$ cat config.mk
export PLATFORM = sky130hd
export DESIGN_NAME = opll_write_sequencer
export DESIGN_NICKNAME = d
export VERILOG_FILES = /design/src/rtl/opll_write_sequencer.sv
export SDC_FILE = /design/constraint.sdc
export NUM_CORES = 1
export LEC_CHECK = 0
export CAP_MARGIN = 20
export CELL_PAD_IN_SITES_DETAIL_PLACEMENT = 1
export CELL_PAD_IN_SITES_GLOBAL_PLACEMENT = 1
export CORE_MARGIN = 2
export CORE_UTILIZATION = 48
export DETAILED_ROUTE_END_ITERATION = 10
export MAX_ROUTING_LAYER = met4
export PLACE_DENSITY_LB_ADDON = 0.1
export SETUP_SLACK_MARGIN = 0.1
export SLEW_MARGIN = 20
export SYNTH_ARGS = -nofsm -noshare
export SYNTH_HDL_FRONTEND = slang
export SYNTH_SLANG_ARGS = --single-unit
$ cat constraint.sdc
create_clock -name i_EMUCLK -period 3.38 [get_ports i_EMUCLK]
set_input_delay 0.676 -clock i_EMUCLK [delete_from_list [all_inputs] [get_ports i_EMUCLK]]
set_output_delay 0.676 -clock i_EMUCLK [all_outputs]
set_load 0.05 [all_outputs]
$ cat src/rtl/opll_write_sequencer.sv
// OPLL chip-bus write sequencer: a 4-deep {addr,data} request FIFO feeding a
// tick-paced address/data strobe engine with post-write idle waits.
module opll_write_sequencer #(
  parameter int unsigned STROBE_W  = 2,
  parameter int unsigned ADDR_WAIT = 12,
  parameter int unsigned DATA_WAIT = 84
) (
  input  logic       i_EMUCLK,
  input  logic       i_RST,
  input  logic       i_phiM_PCEN_n,
  input  logic       i_REQ_VALID,
  input  logic [7:0] i_REQ_ADDR,
  input  logic [7:0] i_REQ_DATA,
  output logic       o_REQ_READY,
  output logic       o_CS_n,
  output logic       o_WR_n,
  output logic       o_A0,
  output logic [7:0] o_D,
  output logic       o_D_OE,
  output logic       o_BUSY
);

  localparam logic [2:0] ST_IDLE   = 3'd0;
  localparam logic [2:0] ST_SETUP  = 3'd1;
  localparam logic [2:0] ST_STROBE = 3'd2;
  localparam logic [2:0] ST_HOLD   = 3'd3;
  localparam logic [2:0] ST_WAIT   = 3'd4;

  // Counters run down to zero, so a wait of 0 still costs one tick.
  localparam logic [7:0] L_STROBE_LD = 8'(STROBE_W - 1);
  localparam logic [7:0] L_AWAIT_LD  = (ADDR_WAIT == 0) ? 8'd0 : 8'(ADDR_WAIT - 1);
  localparam logic [7:0] L_DWAIT_LD  = (DATA_WAIT == 0) ? 8'd0 : 8'(DATA_WAIT - 1);

  logic [15:0] r_mem [4];
  logic [1:0]  r_wptr, r_rptr;
  logic [2:0]  r_count;

  logic [2:0]  r_state;
  logic        r_phase;
  logic [7:0]  r_cnt;
  logic [7:0]  r_data;
  logic        r_cs_n, r_wr_n, r_a0, r_d_oe;
  logic [7:0]  r_d;

  logic        w_tick, w_push, w_pop, w_nonempty;
  logic [15:0] w_head;

  assign w_tick      = ~i_phiM_PCEN_n;
  assign w_nonempty  = (r_count != 3'd0);
  assign o_REQ_READY = (r_count != 3'd4);
  assign w_push      = i_REQ_VALID & o_REQ_READY;
  assign w_pop       = w_tick & (r_state == ST_IDLE) & w_nonempty;
  assign w_head      = r_mem[r_rptr];

  always_ff @(posedge i_EMUCLK) begin
    if (w_push) r_mem[r_wptr] <= {i_REQ_ADDR, i_REQ_DATA};
  end

  always_ff @(posedge i_EMUCLK) begin
    if (i_RST) begin
      r_wptr  <= 2'd0;
      r_rptr  <= 2'd0;
      r_count <= 3'd0;
    end else begin
      if (w_push) r_wptr <= r_wptr + 2'd1;
      if (w_pop)  r_rptr <= r_rptr + 2'd1;
      case ({w_push, w_pop})
        2'b10:   r_count <= r_count + 3'd1;
        2'b01:   r_count <= r_count - 3'd1;
        default: r_count <= r_count;
      endcase
    end
  end

  // Bus outputs only change on ticks and A0/D only move while CS_n is high.
  always_ff @(posedge i_EMUCLK) begin
    if (i_RST) begin
      r_state <= ST_IDLE;
      r_phase <= 1'b0;
      r_cnt   <= 8'd0;
      r_data  <= 8'd0;
      r_cs_n  <= 1'b1;
      r_wr_n  <= 1'b1;
      r_a0    <= 1'b0;
      r_d     <= 8'd0;
      r_d_oe  <= 1'b0;
    end else if (w_tick) begin
      case (r_state)
        ST_IDLE: begin
          if (w_nonempty) begin
            r_state <= ST_SETUP;
            r_phase <= 1'b0;
            r_a0    <= 1'b0;
            r_d     <= w_head[15:8];
            r_data  <= w_head[7:0];
            r_d_oe  <= 1'b1;
          end
        end
        ST_SETUP: begin
          r_state <= ST_STROBE;
          r_cs_n  <= 1'b0;
          r_wr_n  <= 1'b0;
          r_cnt   <= L_STROBE_LD;
        end
        ST_STROBE: begin
          if (r_cnt == 8'd0) begin
            r_state <= ST_HOLD;
            r_cs_n  <= 1'b1;
            r_wr_n  <= 1'b1;
          end else begin
            r_cnt <= r_cnt - 8'd1;
          end
        end
        ST_HOLD: begin
          r_state <= ST_WAIT;
          r_d_oe  <= 1'b0;
          r_d     <= 8'd0;
          r_cnt   <= r_phase ? L_DWAIT_LD : L_AWAIT_LD;
        end
        ST_WAIT: begin
          if (r_cnt != 8'd0) begin
            r_cnt <= r_cnt - 8'd1;
          end else if (!r_phase) begin
            r_state <= ST_SETUP;
            r_phase <= 1'b1;
            r_a0    <= 1'b1;
            r_d     <= r_data;
            r_d_oe  <= 1'b1;
          end else begin
            r_state <= ST_IDLE;
            r_phase <= 1'b0;
            r_a0    <= 1'b0;
          end
        end
        default: r_state <= ST_IDLE;
      endcase
    end
  end

  assign o_CS_n = r_cs_n;
  assign o_WR_n = r_wr_n;
  assign o_A0   = r_a0;
  assign o_D    = r_d;
  assign o_D_OE = r_d_oe;
  assign o_BUSY = w_nonempty | (r_state != ST_IDLE);

endmodule

==> metrics <==
post-route fraction of the period consumed by the critical path=around four fifths; max-cap violation count=0; maximum clock path buffer count=2; leading cell types by total area after synthesis=edfxtp_1, dfxtp_1, mux4_2; critical path launch point type=flip-flop; number of nets with antenna violations after routing=0; kind of end point of the critical path=output port; clock buffers created by TritonCTS=9; status=finished clean; floorplan die height=roughly 100 um; sequential area share after synthesis=61.4%; Antenna Diode Count=0; peak per-stage delay on the critical path=0.81 ns; HPWL after detailed placement=roughly 6.3 mm; unrepaired setup endpoints after global routing=no; worst r2r src=r_state[2]; Highest Clock Rate=0.361 GHz; Clock Latency Late Sink=0.37 ns; post-synthesis average cell area=12.9 um^2; final setup skew=0.0124 ns; Crit-path slowest cell=clkdlybuf4s50_1; drt total wl=9.30 mm; Reg clk slew, reported paths=0.11 ns; number of pins exceeding their max-slew limit in the final report=0; deepest level of the CTS H-tree=3; area of the die=9960 um^2; transition time at the pin with the least slew margin=between 0.7 and 0.8 ns; WL per Instance=19.1 um; worst min path class=reg -> reg; number of flops mapped to enable cells by yosys=64; setup repair bufs after CTS=0; r2r setup slk=0.88 ns; cell count after placement=471; share of flip-flops with an asynchronous set or reset after synthesis=0%; drt pass-1 iters=4; largest net degree at the start of global routing=25; number of instances in the synthesized netlist=340; final period demand of the worst path=roughly 2.8 ns; total of endpoints with negative setup slack in the final report=0; GRT Resource Usage Total=a little over a fifth; Cell Count, Final, Fillers Out=487; layout cell share with drive strength beyond 1=11.6%; number of hold buffers added after cts=0; number of sinks driven by the clock tree=103; worst hold stages=2; vias in the first global route=2966; global-route wire length before repair=15.5 mm; synthesized flop and latch total=103; Die X-Extent=99.8 um; PortBufs=33; Site Rows=34; remaining design rule violation count=0; Layout area overhead=14.9%; CTS tree=done; number of nets in the layout=about 400; Post-Synthesis Cell Area=between 4000 and 5000 um^2; static leakage=1.67 nW; Hold Startpoint=r_data[6]; Worst Path Class, Setup=reg -> out; total I/O pin count=34; initial cell density of the core=50.0%; initial DRC count=126; number of distinct library cells after synthesis=52; crit path setup slack, layout=0.613 ns; dominant synthesized flop cell=edfxtp_1; total global routing overflow=0; highest fanout seen on the critical path=14; Data required, critical path=2.70 ns; highest ir drop seen on vdd=0.000285 V; RePlAce Congestion=about 0.79; floorplan core area=a little under 9000 um^2; Synth area leader=edfxtp_1; Worst R2R Path Depth=9; Hold Slack=0.460 ns; DR vias/cell=5.83; cell-by-cell listing of the critical path=nor3_1 > nand2_1 > clkdlybuf4s50_1; fraction of post-synthesis cell area in the top cell type by area=43.6%; hold violation count in the final report=0; max_slew headroom=52.8%; pre-CTS worst setup slack=~0.33 ns; total via count in the routed design=2838; total nets after synthesis=367; post-route setup TNS=0 ns; arrival time at the worst endpoint=2.09 ns; clk root buf=clkbuf_8; antenna violations before repair=0; number of warnings printed during yosys synthesis=0; Cell Pwr Density=775 nW/um^2; start point of the critical path=r_state[1]; Resized Gates After CTS=0
==> logic make-up after synthesis <==
kind of cell             count (synthesis)  synth area share (%)
AND/OR/NAND/NOR                        105                  12.5
flip-flops                             103                  61.4
AO/OA/AOI/OAI                           62                  10.8
buffers and inverters                   30                  2.93
multiplexers                            27                  8.98
adder cells (fa/ha/maj)                  7                  2.16
XOR/XNOR                                 6                  1.19
==> final timing paths <==
kind	end
max reg2reg	r_count[2]
min reg2reg	r_data[6]
max	o_BUSY
min	r_data[6]
==> Yosys cell counts (all sizes together) (4+ instances only) <==
master and instances:
o21ai 4, o32ai 11, a21oi 20, mux4 10, nor2 18, edfxtp 64, nor3 4, nor4 4
o211ai 6, buf 9, and3 4, nand2 37, or3 5, dfxtp 39, nand3 7, ha 6
mux2i 17, clkbuf 11, a221oi 4, nand2b 7, a211oi 4, nand3b 8, inv 10
==> area by class of cell <==
type | count | area [um^2]
Clock buffer | 9 | 124
Clock inverter | 7 | 81.3
Fill cell | 889 | 3750
Inverter | 10 | 37.5
Multi-Input combinational cell | 207 | 1570
Sequential cell | 103 | 2700
Tap cell | 108 | 135
Timing Repair Buffer | 43 | 405
==> layout by cell type (no fill, tap or decap), types with 2 or more instances in the layout <==
master           netlist  routed
nor2_1                18      18
xor2_1                 3       3
a2111oi_4              2       2
nand2_1               37      37
nor2b_1                2       2
dfxtp_1               39      39
mux2i_1               17      17
xnor2_1                3       3
nor4_1                 3       3
edfxtp_1              64      64
nand3b_1               8       8
and3_1                 4       4
o32ai_1               11      11
nand2b_1               7       7
mux4_2                10      10
a21o_1                 3       3
o21ai_0                4       4
ha_1                   6       6
clkbuf_8               0       9
o211ai_1               6       6
clkinv_8               0       2
a21oi_1               20      20
a221oi_1               3       3
a211oi_1               4       4
nor3_1                 3       3
buf_4                  1      10
inv_1                  9       9
clkdlybuf4s50_1        0      33
inv_6                  0       2
nand3_1                7       7
or3_1                  5       5
inv_8                  0       2
or3b_1                 2       2
==> worst max-delay path, delay by kind of cell (launching register included) <==
kind / cells / cell delay [ns]
flops: 1 / 0.62
buf+inv: 1 / 0.81
simple gates: 2 / 0.28
==> per-layer routing <==
| layer | part of all wire [%] | global-route usage [%] | wire [um] |
|---|---|---|---|
| met5 | 0 | - | 0 |
| met4 | 1.0 | 6.11 | 95 |
| met3 | 3.4 | 4.74 | 314 |
| met2 | 49 | 33.6 | 4560 |
| met1 | 47 | 27.2 | 4340 |
==> state kept, by name (all words and copies together), names as in the netlist, named ones only <==
signal and count:
o_D_OE 1, r_mem 64, o_WR_n 1, r_cnt 8, r_count 3, r_data 8, r_state 3, o_D 8
r_rptr 2, o_A0 1, r_wptr 2
==> report_power, final <==
group	internal [mW]	switching [mW]	leakage, nW	total, mW
Clock	0.297	0.474	0.104	0.771
Sequential	1.55	0.153	0.905	1.70
Combinational	0.578	0.872	0.659	1.45
Total	2.42	1.50	1.67	3.92
==> per-stage QoR <==
stage	total power, mW	util (%)	cell area [um^2]
detailed placement	3.18	55.1	4850
finish	3.92	57.4	5060
global route	4.15	57.4	5060
CTS	3.97	57.4	5060
floorplan	2.75	-	4400
global placement	3.14	55.1	4850
No activity file was read; power rests on OpenSTA's default activity.
